### config.mk
export PLATFORM = sky130hd
export DESIGN_NAME = gpu_cmd_dispatch
export DESIGN_NICKNAME = d
export VERILOG_FILES = /design/src/rtl/gpu_cmd_pkg.sv /design/src/rtl/gpu_cmd_dispatch_fifo.sv /design/src/rtl/gpu_cmd_dispatch.sv
export SDC_FILE = /design/constraint.sdc
export NUM_CORES = 1
export LEC_CHECK = 0
export CAP_MARGIN = 30
export CORE_ASPECT_RATIO = 1.2
export CORE_MARGIN = 4
export CORE_UTILIZATION = 35
export DETAILED_ROUTE_END_ITERATION = 7
export GPL_ROUTABILITY_DRIVEN = 1
export PLACE_DENSITY = 0.54
export SETUP_SLACK_MARGIN = 0.02
export SYNTH_ARGS = -nofsm -noshare
export SYNTH_HDL_FRONTEND = slang
export SYNTH_SLANG_ARGS = --single-unit
### constraint.sdc
create_clock -name gpu_clk -period 7.2 [get_ports gpu_clk]
set_clock_uncertainty 0.15 [all_clocks]
set_input_delay 2.16 -clock gpu_clk [delete_from_list [all_inputs] [get_ports gpu_clk]]
set_output_delay 2.16 -clock gpu_clk [all_outputs]
set_load 0.02 [all_outputs]
### src/rtl/gpu_cmd_pkg.sv
// Shared definitions for the GPU command dispatcher: control opcodes,
// MODE/SELECT field positions and the control address.
package gpu_cmd_pkg;

    localparam logic [3:0] OP_START_RASTER = 4'd0;
    localparam logic [3:0] OP_START_WRITE  = 4'd2;
    localparam logic [3:0] OP_WAIT_FLUSH   = 4'd4;
    localparam logic [3:0] OP_CLEAR        = 4'd5;
    localparam logic [3:0] OP_SELECT       = 4'd6;
    localparam logic [3:0] OP_FENCE        = 4'd7;
    localparam logic [3:0] OP_MODE         = 4'd8;

    localparam int CTRL_ADDR      = 0;
    localparam int MODE_AUTO_BIT  = 4;
    localparam int MODE_BCAST_BIT = 5;
    localparam int SEL_LSB        = 8;
    localparam int SEL_MSB        = 15;

endpackage

### src/rtl/gpu_cmd_dispatch_fifo.sv
// Single-clock FIFO holding (addr, data) command words; head read straight
// from the storage registers, occupancy exported as a count.
module sync_cmd_fifo #(
    parameter int DEPTH = 16,
    parameter int WIDTH = 36
) (
    input  logic                       clk,
    input  logic                       rst,
    input  logic                       push,
    input  logic                       pop,
    input  logic [WIDTH-1:0]           wdata,
    output logic [WIDTH-1:0]           rdata,
    output logic [$clog2(DEPTH):0]     count,
    output logic                       full,
    output logic                       empty
);
    localparam int AW = $clog2(DEPTH);
    localparam int CW = AW + 1;

    logic [WIDTH-1:0] mem_q [DEPTH];
    logic [AW-1:0]    wr_ptr_q, wr_ptr_d;
    logic [AW-1:0]    rd_ptr_q, rd_ptr_d;
    logic [CW-1:0]    count_q, count_d;

    // Pointer and occupancy update; pointers wrap naturally at DEPTH.
    always_comb begin
        wr_ptr_d = push ? wr_ptr_q + AW'(1) : wr_ptr_q;
        rd_ptr_d = pop  ? rd_ptr_q + AW'(1) : rd_ptr_q;
        case ({push, pop})
            2'b10:   count_d = count_q + CW'(1);
            2'b01:   count_d = count_q - CW'(1);
            default: count_d = count_q;
        endcase
    end

    // Pointer and count registers.
    always_ff @(posedge clk or posedge rst) begin
        if (rst) begin
            wr_ptr_q <= '0;
            rd_ptr_q <= '0;
            count_q  <= '0;
        end else begin
            wr_ptr_q <= wr_ptr_d;
            rd_ptr_q <= rd_ptr_d;
            count_q  <= count_d;
        end
    end

    // Storage; contents are don't-care until written, so no reset.
    always_ff @(posedge clk) begin
        if (push) begin
            mem_q[wr_ptr_q] <= wdata;
        end
    end

    assign rdata = mem_q[rd_ptr_q];
    assign count = count_q;
    assign full  = (count_q == CW'(DEPTH));
    assign empty = (count_q == CW'(0));

endmodule

### src/rtl/gpu_cmd_dispatch.sv
// Command front end: buffers command words, decodes control opcodes and
// issues register writes and start/clear strobes to NUM_UNITS renderers.
module gpu_cmd_dispatch
    import gpu_cmd_pkg::*;
#(
    parameter int NUM_UNITS  = 2,
    parameter int FIFO_DEPTH = 16,
    parameter int DATA_W     = 32,
    parameter int CMD_ADDR_W = 4
) (
    input  logic                          gpu_clk,
    input  logic                          gpu_rst,
    input  logic                          cmd_valid,
    output logic                          cmd_ready,
    input  logic [CMD_ADDR_W-1:0]         cmd_addr,
    input  logic [DATA_W-1:0]             cmd_data,
    output logic [NUM_UNITS-1:0]          reg_we,
    output logic [CMD_ADDR_W-1:0]         reg_addr,
    output logic [DATA_W-1:0]             reg_data,
    output logic [NUM_UNITS-1:0]          unit_start,
    input  logic [NUM_UNITS-1:0]          unit_done,
    output logic [NUM_UNITS-1:0]          clear_set,
    output logic                          writer_start,
    output logic [$clog2(NUM_UNITS):0]    writer_unit,
    input  logic                          writer_busy,
    input  logic                          writer_flushed,
    output logic [$clog2(FIFO_DEPTH):0]   fifo_used,
    output logic                          busy,
    output logic                          err
);
    localparam int SEL_W = $clog2(NUM_UNITS) + 1;
    localparam int FW    = CMD_ADDR_W + DATA_W;
    localparam logic [NUM_UNITS-1:0] ALL_UNITS = '1;

    logic [FW-1:0]         head_s;
    logic [CMD_ADDR_W-1:0] head_addr_s;
    logic [DATA_W-1:0]     head_data_s;
    logic                  fifo_full_s, fifo_empty_s, push_s, pop_s;
    logic [NUM_UNITS-1:0]  avail_s, sel_mask_s, launched_q, launched_d;
    logic [SEL_W-1:0]      sel_q, sel_d, next_sel_s;
    logic [7:0]            sel_idx_s;
    logic                  auto_q, auto_d, bcast_q, bcast_d, err_q, err_d;
    logic [NUM_UNITS-1:0]  reg_we_q, reg_we_d, unit_start_q, unit_start_d;
    logic [NUM_UNITS-1:0]  clear_set_q, clear_set_d;
    logic [CMD_ADDR_W-1:0] reg_addr_q, reg_addr_d;
    logic [DATA_W-1:0]     reg_data_q, reg_data_d;
    logic                  writer_start_q, writer_start_d;
    logic [SEL_W-1:0]      writer_unit_q, writer_unit_d;

    function automatic logic [NUM_UNITS-1:0] onehot(input logic [SEL_W-1:0] idx);
        onehot = NUM_UNITS'(1) << idx;
    endfunction

    assign cmd_ready = ~fifo_full_s;
    assign push_s    = cmd_valid & ~fifo_full_s;

    sync_cmd_fifo #(.DEPTH(FIFO_DEPTH), .WIDTH(FW)) u_fifo (
        .clk   (gpu_clk),
        .rst   (gpu_rst),
        .push  (push_s),
        .pop   (pop_s),
        .wdata ({cmd_addr, cmd_data}),
        .rdata (head_s),
        .count (fifo_used),
        .full  (fifo_full_s),
        .empty (fifo_empty_s)
    );

    assign head_addr_s = head_s[FW-1:DATA_W];
    assign head_data_s = head_s[DATA_W-1:0];
    assign sel_idx_s   = head_data_s[SEL_MSB:SEL_LSB];
    assign sel_mask_s  = onehot(sel_q);
    assign next_sel_s  = (sel_q == SEL_W'(NUM_UNITS - 1)) ? '0 : sel_q + SEL_W'(1);
    // A unit still marked launched is not available even if done is stale-high.
    assign avail_s     = unit_done & ~launched_q;

    // Head decode: decide the pop and the strobes registered at the next edge.
    always_comb begin
        pop_s          = 1'b0;
        reg_we_d       = '0;
        reg_addr_d     = reg_addr_q;
        reg_data_d     = reg_data_q;
        unit_start_d   = '0;
        clear_set_d    = '0;
        writer_start_d = 1'b0;
        writer_unit_d  = writer_unit_q;
        sel_d          = sel_q;
        auto_d         = auto_q;
        bcast_d        = bcast_q;
        err_d          = err_q;
        if (fifo_empty_s) begin
            pop_s = 1'b0;
        end else if (head_addr_s != CMD_ADDR_W'(CTRL_ADDR)) begin
            pop_s      = 1'b1;
            reg_we_d   = bcast_q ? ALL_UNITS : sel_mask_s;
            reg_addr_d = head_addr_s;
            reg_data_d = head_data_s;
        end else begin
            case (head_data_s[3:0])
                OP_START_RASTER: begin
                    if (|(avail_s & sel_mask_s)) begin
                        pop_s        = 1'b1;
                        unit_start_d = sel_mask_s;
                        sel_d        = auto_q ? next_sel_s : sel_q;
                    end else begin
                        pop_s = 1'b0;
                    end
                end
                OP_START_WRITE: begin
                    if ((|(avail_s & sel_mask_s)) && !writer_busy) begin
                        pop_s          = 1'b1;
                        writer_start_d = 1'b1;
                        writer_unit_d  = sel_q;
                        clear_set_d    = sel_mask_s;
                    end else begin
                        pop_s = 1'b0;
                    end
                end
                OP_WAIT_FLUSH: pop_s = writer_flushed;
                OP_CLEAR: begin
                    pop_s       = 1'b1;
                    clear_set_d = bcast_q ? ALL_UNITS : sel_mask_s;
                end
                OP_SELECT: begin
                    pop_s = 1'b1;
                    if (sel_idx_s < 8'(NUM_UNITS)) begin
                        sel_d = SEL_W'(sel_idx_s);
                    end else begin
                        err_d = 1'b1;
                    end
                end
                OP_FENCE: pop_s = (&avail_s) & ~writer_busy;
                OP_MODE: begin
                    pop_s   = 1'b1;
                    auto_d  = head_data_s[MODE_AUTO_BIT];
                    bcast_d = head_data_s[MODE_BCAST_BIT];
                end
                default: pop_s = 1'b1;
            endcase
        end
    end

    // Launch lockout: set with the start strobe, cleared once done is seen low.
    always_comb begin
        launched_d = launched_q;
        for (int u = 0; u < NUM_UNITS; u++) begin
            if (unit_start_d[u]) begin
                launched_d[u] = 1'b1;
            end else if (!unit_done[u]) begin
                launched_d[u] = 1'b0;
            end else begin
                launched_d[u] = launched_q[u];
            end
        end
    end

    // State and output registers.
    always_ff @(posedge gpu_clk or posedge gpu_rst) begin
        if (gpu_rst) begin
            launched_q     <= '0;
            sel_q          <= '0;
            auto_q         <= 1'b0;
            bcast_q        <= 1'b0;
            err_q          <= 1'b0;
            reg_we_q       <= '0;
            reg_addr_q     <= '0;
            reg_data_q     <= '0;
            unit_start_q   <= '0;
            clear_set_q    <= '0;
            writer_start_q <= 1'b0;
            writer_unit_q  <= '0;
        end else begin
            launched_q     <= launched_d;
            sel_q          <= sel_d;
            auto_q         <= auto_d;
            bcast_q        <= bcast_d;
            err_q          <= err_d;
            reg_we_q       <= reg_we_d;
            reg_addr_q     <= reg_addr_d;
            reg_data_q     <= reg_data_d;
            unit_start_q   <= unit_start_d;
            clear_set_q    <= clear_set_d;
            writer_start_q <= writer_start_d;
            writer_unit_q  <= writer_unit_d;
        end
    end

    assign reg_we       = reg_we_q;
    assign reg_addr     = reg_addr_q;
    assign reg_data     = reg_data_q;
    assign unit_start   = unit_start_q;
    assign clear_set    = clear_set_q;
    assign writer_start = writer_start_q;
    assign writer_unit  = writer_unit_q;
    assign err          = err_q;
    assign busy         = (fifo_used != '0) | (|launched_q);

endmodule
==> impl_metrics.py, run 1 <==
metrics = {
    "logic_synthesis": {
        "yosys_most_used_dff": "edfxtp_1",
        "ys_types": 52,
        "yosys-top-cells-area": "edfxtp_1, mux4_2, dfrtp_1, mux2_2, mux2i_1",
        "synth-edff-count": 576,
        "syn_inst": 1123,
        "yosysTopAreaCell": "edfxtp_1",
        "syn-mean-instance-area_um2": 22.0,
        "ys_ff_latch": 641,
        "syn_nets": 1176,
        "ys_async_sr_fraction_pct": 10.1,
        "ys_seq_area_share_pct": 76.8,
        "yosysWarnings": 0,
        "netlist_area_um2": 24700,
        "netlist.area_leader.share_pct": 70.2,
    },
    "worst_setup_path": {
        "max_stage_delay_ps": 540,
        "critPathCaptureType": "output port",
        "arrival_ps": 2710,
        "regToRegSetupSlack_ps": 2390,
        "worstReg2RegStart": "u_fifo.rd_ptr_q[1]",
        "worstPathMaxFanout": 8,
        "cp-start-kind": "flip-flop",
        "crit_chain": "nor4_1, nand2b_1, or3_1, clkdlybuf4s50_1",
        "crit_slowest_cell": "clkdlybuf4s50_1",
        "critPathKind": "flip-flop to output port",
        "reg2reg_depth": 16,
        "required_ps": 4890,
        "r2r-end": "u_fifo.count[4]",
    },
    "placement": {
        "place_inst": 2115,
        "gp_congestion": 0.756,
        "place_area_um2": 26900,
        "pre_cts_ws_ps": 1760,
        "io_buffer_count": 95,
        "hpwl_um": 32100,
    },
    "floorplanning": {
        "dieArea_um2": 74800,
        "die_w_um": 250,
        "num_io_pins": 96,
        "die_h_um": 299,
        "core-area_um2": 69800,
        "start_util_pct": 35.3,
        "num_rows": 106,
    },
    "clocking": {
        "cts_tree": "done",
        "cts_num_sinks": 641,
        "cts_buffers": 66,
        "cts_max_level": 3,
        "path_clk_slew_ps": 60,
        "clk_latency_ps": 590,
        "post_cts_resized": 0,
        "cts_hold_buf": 0,
        "clk_path_buf_depth": 3,
        "root_buffer": "clkbuf_16",
        "post_cts_buffers": 0,
    },
    "worst_hold_path": {
        "hold_class": "flip-flop to flip-flop",
        "hp-start": "reg_addr[1]",
        "min_to": "reg_addr[1]",
        "hold_depth": 2,
    },
    "global_routing": {
        "grt_use_total_pct": 14.4,
        "grt_pass1_wl_um": 81300,
        "grt_max_degree": 51,
        "grt_pass1_vias": 12500,
        "grt-ovfl-total": 0,
        "grt_antenna_before_repair": 1,
    },
    "finish": {
        "num_antenna_cells": 0,
        "fillers": 6111,
        "fin_nets": 1319,
        "finalInstanceArea_um2": 29100,
        "layout.cells.non_filler": 2236,
        "drive_above_1_share_pct": 26.6,
        "fin_util_pct": 41.7,
        "area_growth_pct": 18.0,
    },
    "drt": {
        "route.met3.wl_um": 2310,
        "vias_per_cell": 5.10,
        "drt-pass1-iter-count": 5,
        "wl_met1_um": 22700,
        "drt_wl_total_um": 53500,
        "route.met2.wl_um": 27400,
        "first_iter_violations": 815,
        "highest_layer": "met5",
        "antenna_left": 0,
        "vias": 11400,
        "wire_per_inst_um": 23.9,
        "drc_errors": 0,
    },
    "timing": {
        "final-setup-viol-count": 0,
        "fin_ws_ps": 2180,
        "fin_crit_ps": 5020,
        "fin_crit_sh_pct": 69.7,
        "grt_setup_unrepaired": "false",
        "slew_violations": 0,
        "timing.slew.headroom_pct": 40.6,
        "finalHoldViolCount": 0,
        "whs_ps": 325,
        "fmax_mhz": 199,
        "setup_tns_ps": 0,
        "worst_slew_pin_slew_ps": 889,
    },
    "pwr": {
        "p_leak_nw": 9.42,
        "irDropWorstVdd_uv": 211,
        "p_total_mw": 12.0,
        "power.density_nw_per_um2": 413,
    },
    "run": {
        "cap_viol_max_count": 0,
    },
    "outcome": {
        "status": "complete, no violations",
    },
}
[final cells by class]
type	instances	area (µm²)	share of cell area (%)
tap	918	1150	3.95
inverter	13	50.0	0.172
timing repair buffer	131	1290	4.42
sequential	641	18900	65.1
clock buffer	91	1870	6.42
clock inverter	29	283	0.972
multi-input combinational	413	5520	19.0
[cell families after synthesis]
logic type	synth area share, %
DFF	76.8
muxes	16.8
and+or+nand+nor	2.40
buffers and inverters	1.29
AOI/OAI and AO/OA	1.80
xor gates and xnor gates	0.391
adders and majority gates	0.538
[worst max-delay path, delay by kind of cell, from the launching register on]
family | cells | cell delay [ps]
buffers and inverters | 1 | 540
flip-flops | 1 | 440
AND/OR/NAND/NOR | 3 | 1140
[how the worst max path moves through the flow]
stage                          from                 end  slack (ps)  cells after the start
global route        u_fifo.count[0]                busy        1970                      4
floorplan                 cmd_valid  u_fifo.mem_q[3][0]        1400                      4
global placement       unit_done[1]     u_fifo.count[4]        1810                     16
CTS                 u_fifo.count[0]                busy        2120                      4
detailed placement     unit_done[1]     u_fifo.count[4]        1760                     16
finish              u_fifo.count[0]                busy        2180                      4
[synthesized netlist by cell type, drive strengths merged (4+ instances only)]
cell type    n
a21o         4
a21oi        7
a221oi       9
a22oi       10
buf         27
clkbuf      29
dfrtp       65
edfxtp     576
ha           9
inv         13
mux2        32
mux2i       25
mux4       157
nand2       32
nand2b       9
nand3       14
nor2        26
nor2b        7
nor3         8
o21ai        9
o31ai        4
or3          4
xnor2        7
xor2         4
[cells in the final DEF (no fill, tap or decap), types with 5 or more instances in the layout]
cell,Yosys,layout
clkdlybuf4s50_1,0,95
a21oi_1,7,7
mux4_2,157,157
clkbuf_8,0,6
inv_1,12,11
nor2b_1,7,7
nand2b_1,7,7
nand3_1,14,14
a22oi_1,10,10
clkinv_1,0,7
ha_1,9,9
bufinv_16,0,5
clkbuf_1,29,16
dfrtp_1,65,62
nor2_1,26,14
clkinv_2,0,12
clkbuf_16,0,69
mux2i_1,25,25
mux2_2,30,30
xnor2_1,7,7
nor2_4,0,12
nand2_1,32,31
o21ai_0,9,9
a221oi_1,9,9
edfxtp_1,576,576
buf_4,0,32
[layer usage]
| layer | vias up | track usage (%) |
|---|---|---|
| li1 | 4940 | - |
| met1 | 6137 | 18.8 |
| met2 | 241 | 24.8 |
| met3 | 73 | 2.74 |
| met4 | 2 | 4.37 |
| met5 | - | 0 |
[sequential cells by signal, indices dropped and copies added, names as in the netlist, 4 cells and up]
| signal | count |
|---|---|
| u_fifo.rd_ptr_q | 4 |
| u_fifo.wr_ptr_q | 4 |
| reg_addr | 4 |
| u_fifo.count | 5 |
| u_fifo.mem_q | 576 |
| reg_data | 32 |
[power breakdown]
part | leakage [nW] | total, mW | internal, mW | switching (mW)
Clock | 1.06 | 3.39 | 2.00 | 1.38
Combinational | 2.37 | 3.76 | 1.80 | 1.95
Sequential | 5.99 | 4.87 | 4.57 | 0.297
Power figures use the tool's default switching activity.
==> run 2: changes to the inputs <==
--- a/config.mk
+++ b/config.mk
@@ -11,7 +11,7 @@
 export CORE_UTILIZATION = 35
 export DETAILED_ROUTE_END_ITERATION = 7
 export GPL_ROUTABILITY_DRIVEN = 1
-export PLACE_DENSITY = 0.54
+export PLACE_DENSITY = 0.56
 export SETUP_SLACK_MARGIN = 0.02
 export SYNTH_ARGS = -nofsm -noshare
 export SYNTH_HDL_FRONTEND = slang
==> constraint.sdc (replaced) <==
create_clock -name gpu_clk -period 4 [get_ports gpu_clk]
set_clock_uncertainty 0.15 [all_clocks]
set_input_delay 1.2 -clock gpu_clk [delete_from_list [all_inputs] [get_ports gpu_clk]]
set_output_delay 1.2 -clock gpu_clk [all_outputs]
set_load 0.02 [all_outputs]
==> impl_metrics.py, run 2 (synthesis results as in run 1) <==
metrics = {
    "global_routing": {
        "grt_use_total_pct": 15.1,
        "grt_pass1_wl_um": 83900,
        "grt-ovfl-total": 0,
        "grt_pass1_vias": 12500,
        "grt_antenna_before_repair": 3,
        "grt_max_degree": 61,
    },
    "worst_setup_path": {
        "cp-start-kind": "flip-flop",
        "critPathCaptureType": "flip-flop",
        "worstPathMaxFanout": 11,
        "startpoint": "u_fifo.rd_ptr_q[0]",
        "worstReg2RegStart": "u_fifo.rd_ptr_q[0]",
        "critPathKind": "flip-flop to flip-flop",
        "required_ps": 4340,
        "arrival_ps": 4120,
    },
    "finish": {
        "layout_commonest_cell": "edfxtp_1",
        "regMostFlops": "u_fifo.mem_q",
        "fillers": 6073,
        "layout_common_cells": "edfxtp_1, mux4_2, clkdlybuf4s50_1",
        "largest_reg_flops": 576,
        "multiInputGateArea_um2": 5570,
        "seq_area_um2": 18900,
        "area_growth_pct": 20.6,
        "fin_util_pct": 42.6,
        "fin_nets": 1368,
        "layout.cells.non_filler": 2287,
        "drive_above_1_share_pct": 29.4,
    },
    "timing": {
        "finalHoldViolCount": 0,
        "slew_violations": 0,
        "fmax_mhz": 264,
        "fin_crit_ps": 3780,
        "worst_slew_pin_slew_ps": 845,
        "whs_ps": 326,
        "setup_tns_ps": 0,
        "timing.slew.headroom_pct": 43.7,
        "fin_crit_sh_pct": 94.5,
        "final-setup-viol-count": 0,
        "grt_setup_unrepaired": "false",
    },
    "drt": {
        "drt-pass1-iter-count": 4,
        "vias_per_cell": 5.09,
        "antenna_left": 0,
        "wire_per_inst_um": 24.6,
        "drc_errors": 0,
        "first_iter_violations": 865,
        "drt_wl_total_um": 56400,
        "vias": 11600,
    },
    "floorplanning": {
        "core-area_um2": 69800,
        "die_h_um": 299,
        "die_w_um": 250,
        "dieArea_um2": 74800,
        "start_util_pct": 35.3,
        "num_rows": 106,
        "num_io_pins": 96,
    },
    "pwr": {
        "power.density_nw_per_um2": 741,
        "p_leak_nw": 9.71,
        "irDropWorstVdd_uv": 453,
    },
    "clocking": {
        "cts_hold_buf": 0,
        "cts_tree": "done",
        "path_clk_slew_ps": 60,
        "cts_max_level": 3,
        "clk_latency_ps": 610,
        "root_buffer": "clkbuf_16",
        "cts_buffers": 66,
        "clk_path_buf_depth": 3,
        "cts_num_sinks": 641,
    },
    "placement": {
        "gp_congestion": 0.754,
        "hpwl_um": 33200,
        "io_buffer_count": 95,
        "place_inst": 2160,
    },
    "worst_hold_path": {
        "hp-start": "reg_data[0]",
        "hold_class": "flip-flop to flip-flop",
    },
    "run": {
        "cap_viol_max_count": 0,
    },
    "outcome": {
        "status": "complete, no violations",
    },
}
-- run 2: changes by cell type in the layout (fill, tap and decap cells not counted), moves of 2 or more --
cell,before,now
clkinv_2,12,10
clkbuf_1,16,18
clkinvlp_4,1,3
nor3_2,4,0
nor3_4,0,4
buf_4,32,57
clkbuf_16,69,66
clkinv_1,7,9
inv_16,0,4
buf_12,2,26
a22oi_2,0,2
buf_16,2,0
bufinv_16,5,3
a22oi_1,10,8
-- run 2: per-stage QoR --
step           total power, mW  area (µm²)  setup slack (ps)
2_1_floorplan             13.5       24700              45.3
3_3_place_gp              16.2       27500              -128
3_5_place_dp              16.3       27500              -142
4_1_cts                   22.4       29700              64.5
5_1_grt                   23.2       29700              13.1
6_report                  22.0       29700               218
-- run 2: per-layer routing --
| layer | vias to the layer above | global-route usage [%] | routed length [µm] |
|---|---|---|---|
| li1 | 5048 | - | - |
| met1 | 6275 | 19.5 | 23500 |
| met2 | 245 | 26.4 | 29500 |
| met3 | 61 | 2.79 | 2350 |
| met4 | 2 | 4.24 | 953 |
| met5 | - | 0 | 13 |
-- run 2: path summary, 6_finish.rpt --
| check | end | slack, ps | cells after the start |
|---|---|---|---|
| max | u_fifo.count[4] | 220 | 16 |
| min | reg_data[0] | 330 | 2 |
| max reg2reg | u_fifo.count[4] | 220 | 16 |
| min reg2reg | reg_data[0] | 330 | 2 |
| max in group asynchronous | u_fifo.rd_ptr_q[0] | 2290 | 3 |
| min in group asynchronous | reg_addr[1] | 670 | 2 |
-- run 2: area by class of cell --
type | count | area share [%]
diodes | 1 | 0.00842
clock buffers | 89 | 6.01
clock inverters | 32 | 1.06
inverters | 13 | 0.168
multi-input cells | 413 | 18.7
flip-flops and latches | 641 | 63.7
well taps | 918 | 3.86
repair buffers | 180 | 6.48
-- run 2: where the power goes --
part           leakage [nW]  switching [mW]  internal, mW
Combinational          2.70            3.79          3.69
Clock                  1.02            2.57          3.39
Sequential             5.99           0.370          8.23
Total                  9.71            6.73          15.3
-- run 2: timing repair --
item,in CTS,in global routing
pin swaps,1,4
endpoints found under the setup margin,2,2
resized for setup,2,7
setup buffers,3,2
-- run 2: worst max-delay path, cell delays in order, from the launching register on --
cell      delay, ps
dfrtp_4         440
buf_12          160
mux4_2          510
a22oi_2         190
nand3_1         140
or4_4           580
a211oi_2        190
a21boi_2        100
ha_2            210
inv_1            90
fa_1            200
inv_1            50
a21o_1          160
a21oi_1         170
xnor2_1         130
nor2_1           60
xor2_1          130
==> run 3: changes to the inputs <==
--- a/config.mk
+++ b/config.mk
@@ -7,7 +7,7 @@
 export LEC_CHECK = 0
 export CAP_MARGIN = 30
 export CORE_ASPECT_RATIO = 1.2
-export CORE_MARGIN = 4
+export CORE_MARGIN = 10
 export CORE_UTILIZATION = 35
 export DETAILED_ROUTE_END_ITERATION = 7
 export GPL_ROUTABILITY_DRIVEN = 1
==> impl_metrics.py, run 3 (synthesis results as in run 1) <==
metrics = {
    "drt": {
        "drt_wl_total_um": 56200,
        "route.met3.wl_um": 3050,
        "highest_layer": "met5",
        "wl_met1_um": 23700,
        "drt-pass1-iter-count": 5,
        "antenna_left": 0,
        "drc_errors": 0,
        "route.met2.wl_um": 28600,
        "first_iter_violations": 941,
        "vias_per_cell": 5.08,
        "wire_per_inst_um": 24.4,
        "vias": 11700,
    },
    "worst_setup_path": {
        "critPathCaptureType": "flip-flop",
        "arrival_ps": 4220,
        "worstSetupEndpoint": "u_fifo.count[3]",
        "cp-start-kind": "flip-flop",
        "regToRegSetupSlack_ps": 100,
        "required_ps": 4320,
        "worstReg2RegStart": "u_fifo.rd_ptr_q[0]",
        "critPathKind": "flip-flop to flip-flop",
        "worstPathMaxFanout": 6,
        "reg2reg_depth": 15,
        "startpoint": "u_fifo.rd_ptr_q[0]",
        "r2r-end": "u_fifo.count[3]",
    },
    "pwr": {
        "switching_share_pct": 30.1,
        "p_int_mw": 15.5,
        "p_leak_nw": 9.78,
        "combPwrFrac_pct": 34.3,
        "power.density_nw_per_um2": 744,
        "p_clk_share_pct": 26.8,
        "seq_power_share_pct": 39.0,
        "power_switching_mw": 6.68,
        "irDropWorstVdd_uv": 446,
    },
    "floorplanning": {
        "core-area_um2": 69800,
        "start_util_pct": 35.3,
        "num_rows": 106,
        "die_w_um": 262,
        "die_h_um": 311,
        "num_io_pins": 96,
        "dieArea_um2": 81500,
    },
    "global_routing": {
        "grt-ovfl-total": 0,
        "grt_pass1_wl_um": 84800,
        "grt_pass1_vias": 12600,
        "grt_max_degree": 47,
        "grt_antenna_before_repair": 5,
        "grt_use_total_pct": 13.6,
    },
    "placement": {
        "hpwl_um": 33100,
        "io_buffer_count": 95,
        "pre_cts_ws_ps": -102,
        "place_area_um2": 27500,
        "gp_congestion": 0.748,
    },
    "clocking": {
        "cts_max_level": 2,
        "root_buffer": "clkbuf_16",
        "clk_latency_ps": 620,
        "cts_buffers": 61,
        "cts_hold_buf": 0,
        "path_clk_slew_ps": 60,
        "cts_num_sinks": 641,
        "clk_path_buf_depth": 3,
        "cts_tree": "done",
    },
    "timing": {
        "setup_tns_ps": 0,
        "fin_ws_ps": 105,
        "fin_crit_ps": 3900,
        "fmax_mhz": 257,
        "finalHoldViolCount": 0,
        "timing.slew.headroom_pct": 39.4,
        "whs_ps": 333,
        "slew_violations": 0,
        "worst_slew_pin_slew_ps": 909,
        "fin_crit_sh_pct": 97.4,
        "final-setup-viol-count": 0,
    },
    "outcome": {
        "status": "complete, no violations",
    },
    "finish": {
        "finalInstanceArea_um2": 29800,
        "fin_nets": 1382,
        "layout_commonest_cell": "edfxtp_1",
        "largest_reg_flops": 576,
        "drive_above_1_share_pct": 30.8,
        "layout_common_cells": "edfxtp_1, mux4_2, clkdlybuf4s50_1",
        "fin_util_pct": 42.7,
        "regMostFlops": "u_fifo.mem_q",
        "area_growth_pct": 20.8,
    },
    "worst_hold_path": {
        "hold_depth": 2,
        "hold_class": "flip-flop to flip-flop",
    },
    "run": {
        "cap_viol_max_count": 0,
    },
}
run 3: worst min path at each step:
stage                  startpoint       endpoint  slack (ps)
floorplan           launched_q[1]  launched_q[1]         320
global placement     reg_data[13]   reg_data[13]         310
detailed placement            err            err         320
CTS                           err            err         340
global route         reg_data[13]   reg_data[13]         370
finish                        err            err         330
run 3: metal layers:
layer  GRT usage (%)  up-vias
met5               0        -
met4            2.99        8
met1            17.5     6259
li1                -     5077
met2            23.2      278
met3            3.10       66
run 3: timing repair:
action	CTS	global route
gates cloned	0	0
resized for setup	2	18
buffers inserted	6	4
setup endpoints to repair	4	5
pin swaps	1	8
endpoints found under the hold margin	0	0
run 3: power groups by stage:
stage	Clock (mW)	Sequential, mW	Combinational (mW)
floorplan	0	8.87	4.58
global placement	0	8.77	7.45
detailed placement	0	8.80	7.51
CTS	6.09	8.64	7.65
global route	6.35	8.72	8.24
finish	5.94	8.64	7.60
run 3: area by class of cell:
cell class | instances | area, µm²
Tap cell | 918 | 1150
Inverter | 13 | 50.0
Clock buffer | 84 | 1700
Clock inverter | 31 | 374
Timing Repair Buffer | 199 | 1980
Sequential cell | 641 | 18900
Antenna cell | 1 | 2.50
Fill cell | 6040 | 40000
Multi-Input combinational cell | 413 | 5600
run 3: critical path, stage by stage (launching register included):
cell	delay [ps]
dfrtp_4	490
buf_12	150
buf_4	150
mux4_2	450
a22oi_2	190
nand3_2	90
or4_4	580
a211oi_2	190
a21boi_2	90
ha_2	220
buf_4	130
ha_1	280
a21o_1	200
a21oi_2	160
xor2_1	150
o21ai_0	90
run 3: per-stage QoR:
step / std cells / power, mW
final: 2300 / 22.2
after global routing: 2299 / 23.3
after CTS: 2294 / 22.4
after detailed placement: 2173 / 16.3
after global placement: 2173 / 16.2
after floorplan: 1123 / 13.5
==> variant 1: new RTL, config.mk and constraints of run 2 <==
Take the reset off `reg_data_q` and load it in a clocked block of its own.
--- a/src/rtl/gpu_cmd_dispatch.sv
+++ b/src/rtl/gpu_cmd_dispatch.sv
@@ -164,7 +164,6 @@
             err_q          <= 1'b0;
             reg_we_q       <= '0;
             reg_addr_q     <= '0;
-            reg_data_q     <= '0;
             unit_start_q   <= '0;
             clear_set_q    <= '0;
             writer_start_q <= 1'b0;
@@ -177,12 +176,15 @@
             err_q          <= err_d;
             reg_we_q       <= reg_we_d;
             reg_addr_q     <= reg_addr_d;
-            reg_data_q     <= reg_data_d;
             unit_start_q   <= unit_start_d;
             clear_set_q    <= clear_set_d;
             writer_start_q <= writer_start_d;
             writer_unit_q  <= writer_unit_d;
         end
+    end
+
+    always_ff @(posedge gpu_clk) begin
+        reg_data_q <= reg_data_d;
     end
 
     assign reg_we       = reg_we_q;
Check against the original RTL: differs if gpu_rst is asserted again (counterexample within 4 cycles, from zero or initial values and one cycle with gpu_rst high); with gpu_rst held inactive, the same outputs for 4 cycles.
==> variant 1 against run 2 <==
- worst hold slack lost 0.0061 ns
- sequential cell count unchanged
- setup slack worse by 0.11 ns
- synthesized area is 0.49% lower
- first-iteration DRC count is 12% higher
- critical path type unchanged
- die area fell by 0.48%
- critical endpoint unchanged
- combinational power shrank 5.2%
- global-route usage shrank 0.40 points
- total power fell by 3.4%
- routed wire length shrank 1.1%
- cell area decreased by 1.2%
- sequential power grew 2.9%
==> variant 1: results <==
[run_status]
status = completed

[global_routing]
grtUsageMet1_pct = 19.3
grt_pass1_vias = 12200
grt.met2_usage_pct = 25.6
grt_max_degree = 49
met3_usage_pct = 2.79
grt_pass1_wl_um = 82000

[place]
placedCellCount = 2128
gp_congestion = 0.748

[yosys]
synthAdderAreaFrac_pct = 0.541
synth_xor_area_share_pct = 0.393
ys_async_sr_fraction_pct = 5.15
syn_nets = 1131
yosysSeqAreaShare_pct = 77.8
syn_area_per_cell_um2 = 22.8
synth_area_leaders = edfxtp_1 (74%), mux4_2 (13%), dfrtp_1 (3.4%), mux4_1 (1.8%), nand2_1 (0.72%)
yosysUniqueCellTypes = 56
synth_compound_area_share_pct = 1.46
synth-edff-count = 608

[routing]
vias = 11500
dr_wl_met2_um = 29100
wl_met1_um = 22900
wl_per_cell_um = 24.8
routed-wl-met3_um = 2700
avgViaCountPerCell = 5.11

[clock_tree]
clock_latency_ns = 0.63
htree_levels = 2
cts_resized = 5
numCtsBuffers = 59

[critical_path]
critPathArrivalTime_ns = 4.23
cp_max_fo = 6

[layout]
n_fill_cell = 6006
drive_gt1_share_pct = 28.8

[pwr]
leakagePower_nw = 9.52

[timing]
relSlewSlack_pct = 47.4
==> variant 1: cell count changes after synthesis, sizes merged, moves of 4 or more <==
cell	before	now
a221oi	9	2
a22oi	10	21
clkbuf	29	21
dfrtp	65	33
edfxtp	576	608
mux2	32	4
mux2i	25	5
mux4	157	163
nand2	32	48
nand3	14	10
o21ai	9	5
==> variant 1: cells by family (layout without fill, tap and decap cells) <==
| group | Yosys count | in the layout |
|---|---|---|
| XOR/XNOR | 11 | 11 |
| multiplexers | 172 | 172 |
| flip-flops | 641 | 641 |
| buffers and inverters | 64 | 314 |
| adder cells (fa/ha/maj) | 10 | 10 |
| AND/OR/NAND/NOR | 131 | 131 |
| other | 0 | 2 |
| AO/OA/AOI/OAI | 49 | 49 |
==> variant 1: path summary, 6_finish.rpt <==
kind | from | to | slack [ns] | cells past startpoint
worst min register to register | reg_addr[2] | reg_addr[2] | 0.32 | 2
min in group asynchronous | gpu_rst | u_fifo.count[2] | 0.90 | 2
max in group asynchronous | gpu_rst | reg_addr[1] | 2.14 | 3
worst max-delay path | u_fifo.rd_ptr_q[0] | u_fifo.count[4] | 0.11 | 17
worst min-delay path | reg_addr[2] | reg_addr[2] | 0.32 | 2
worst max register to register | u_fifo.rd_ptr_q[0] | u_fifo.count[4] | 0.11 | 17
==> variant 1: layout make-up <==
class / instances / area, um2 / area share (%)
multi-input cells: 373 / 5290 / 18.0
inverters: 16 / 60.1 / 0.204
clock inverters: 36 / 269 / 0.916
repair buffers: 191 / 1960 / 6.66
well taps: 918 / 1150 / 3.91
clock buffers: 71 / 1540 / 5.25
flip-flops and latches: 641 / 19100 / 65.0
diodes: 2 / 5.00 / 0.0170
==> variant 1: tightest hold or removal path, stage by stage (launching register included) <==
cell and delay [ns]:
dfrtp_1 0.34, nand2_1 0.05, nand2_1 0.05
==> variant 1: power by group <==
part	internal [W]	leakage, nW	switching (W)	total [W]
combinational	0.00334	2.68	0.00375	0.00709
sequential	0.00845	5.95	0.000408	0.00885
clock	0.00293	0.885	0.00240	0.00534
==> variant 1: per-stage QoR <==
stage / cell area [um2] / setup slack [ns] / power (W) / TNS (ns) / hold WS [ns]
2_1_floorplan: 24600 / 0.0774 / 0.0132 / 0 / 0.329
3_3_place_gp: 27300 / -0.440 / 0.0159 / -1.01 / 0.319
3_5_place_dp: 27300 / -0.483 / 0.0160 / -1.18 / 0.312
4_1_cts: 29200 / 0.0424 / 0.0214 / 0 / 0.327
5_1_grt: 29400 / -0.0865 / 0.0223 / -0.170 / 0.363
6_report: 29400 / 0.106 / 0.0213 / 0 / 0.320
==> variant 2: new RTL, settings of run 2 <==
Without the edit above. `FIFO_DEPTH`: 16 -> 32.
--- a/src/rtl/gpu_cmd_dispatch.sv
+++ b/src/rtl/gpu_cmd_dispatch.sv
@@ -4,7 +4,7 @@
     import gpu_cmd_pkg::*;
 #(
     parameter int NUM_UNITS  = 2,
-    parameter int FIFO_DEPTH = 16,
+    parameter int FIFO_DEPTH = 32,
     parameter int DATA_W     = 32,
     parameter int CMD_ADDR_W = 4
 ) (
Interface: changed (resized fifo_used); port bits go from 96 to 97. The function was not compared with the original's and may differ.
==> variant 2 against run 2 <==
- the run now ends with setup timing left
- total power up 85%
- setup slack worse by 0.48 ns
- sequential cell count up 579
- routed wire length up 120%
- cell area up 91%
- synthesized cell count up 88%
- combinational power up 89%
- synthesized area up 91%
- first-iteration DRC count rose to 2.6 times the old value
- non-clock buffer count up 178
- count of clock-buffer cells in the layout up 49
==> variant 2: results <==
[yosys]
yosysUniqueCellTypes = 69
synth-edff-count = 1152
ys_async_sr_fraction_pct = 5.57
yosysSeqAreaShare_pct = 77.3
syn_nets = 2170
synth_common_cells = edfxtp_1 (1152), mux4_2 (306), nand2_1 (78), nor2_1 (74), mux2i_1 (73)
synth-warning-count = 0
synth_area_leaders = edfxtp_1 (74%), mux4_2 (15%), dfrtp_1 (3.6%), mux2i_1 (1.6%), nand2_1 (0.62%)

[clock_tree]
numCtsBuffers = 117
clk_pin_slew_ns = 0.07
clockBufferDepth = 3
htree_levels = 3
clock_latency_ns = 0.73
cts_root_buf = clkbuf_16

[timing]
setup_violations = 6
fin_setup_tns_ns = -0.868
relSlewSlack_pct = 30.2
finalWorstSetupSlack_ns = -0.262

[place]
dpl_cell_area_um2 = 52200
gp_congestion = 0.794
dp_hpwl_um = 72600
port_buffers = 96

[routing]
antenna_left = 0
first_pass_iters = 5
drtIter0Drc = 2286
avgViaCountPerCell = 5.32
routed-wl-met3_um = 6610
dr_wl_met2_um = 64500
wl_per_cell_um = 28.7
wl_met1_um = 50400
routed.top_layer = met5

[critical_path]
critPathArrivalTime_ns = 4.71
cp_max_fo = 8

[layout]
layout.nets = 2534
largest-register = u_fifo.mem_q
largest_register_ffs = 1152
drive_gt1_share_pct = 32.2

[global_routing]
grt_pass1_wl_um = 178000
grt_usage_pct = 17.8
grt_max_degree = 61
antenna_found_initial = 8
grt_pass1_vias = 24200

[pwr]
comb_power_share_pct = 34.5
net-switching-power_w = 0.0125
seq-power_w = 0.0155
ir_drop_uv = 474
leakagePower_nw = 18.5

[min_path]
worstHoldPathType = flip-flop to flip-flop

[run_status]
status = finished, violations left
violations = setup timing
[variant 2: routing by layer]
| layer | GRT usage (%) | up-vias |
|---|---|---|
| met5 | 0 | - |
| met4 | 5.77 | 6 |
| met3 | 2.97 | 204 |
| met2 | 30.7 | 707 |
| met1 | 23.0 | 12700 |
| li1 | - | 9620 |
[variant 2: path summary, 6_finish.rpt]
path                            slack [ns]  cells past startpoint                from              end
worst max-delay path                 -0.26                     18  u_fifo.rd_ptr_q[0]  u_fifo.count[5]
worst min-delay path                  0.33                      1                 err              err
worst max register to register       -0.26                     18  u_fifo.rd_ptr_q[0]  u_fifo.count[5]
worst min register to register        0.33                      1                 err              err
max in group asynchronous             2.20                      3             gpu_rst    unit_start[0]
min in group asynchronous             0.81                      2             gpu_rst     reg_data[28]
[variant 2: kinds of logic (layout without fill, tap and decap cells)]
group / Yosys count / after routing / share of synthesized area, %
adder cells (fa/ha/maj): 11 / 11 / 0.309
AND/OR/NAND/NOR: 211 / 211 / 2.07
AO/OA/AOI/OAI: 143 / 143 / 2.15
XOR/XNOR: 13 / 13 / 0.242
buffers and inverters: 128 / 590 / 1.47
other: 0 / 3 / 0
flip-flops: 1220 / 1220 / 77.3
multiplexers: 390 / 390 / 16.5
[variant 2: timing repair]
action                                  CTS  global route
pin swaps                                18            15
cloned                                    3             2
endpoints found under the setup margin   12            15
gates resized for setup                  33            11
buffers inserted                         30             8
hold buffers                              0             0
[variant 2: through the flow]
step	power, W	hold WS [ns]	util [%]	cells	setup slack, ns
after floorplan	0.0238	0.321	-	2116	-0.000306
after global routing	0.0426	0.343	42.6	4367	-0.389
after detailed placement	0.0292	0.314	39.1	4106	-0.487
final	0.0409	0.328	42.6	4369	-0.262
after CTS	0.0412	0.327	42.4	4355	-0.263
after global placement	0.0290	0.314	39.1	4106	-0.493
[variant 2: worst max-delay path, cell delays in order (launching register included)]
cell,delay [ns]
dfrtp_4,0.55
buf_4,0.16
mux4_2,0.49
a22o_1,0.26
a2111oi_2,0.21
a21o_1,0.24
nand2_1,0.08
a221o_1,0.40
o2bb2ai_2,0.15
buf_6,0.14
ha_4,0.17
buf_4,0.15
ha_4,0.26
inv_1,0.07
o21bai_1,0.17
a21oi_1,0.10
xnor2_1,0.18
nor2_1,0.07
xor2_1,0.14
[variant 2: cell type report]
type | instances | area (um2)
Timing Repair Buffer | 358 | 3870
Sequential cell | 1220 | 36300
Antenna cell | 3 | 7.51
Clock inverter | 79 | 805
Clock buffer | 138 | 3090
Tap cell | 1788 | 2240
Multi-Input combinational cell | 768 | 10500
Inverter | 15 | 58.8
Fill cell | 11600 | 76700
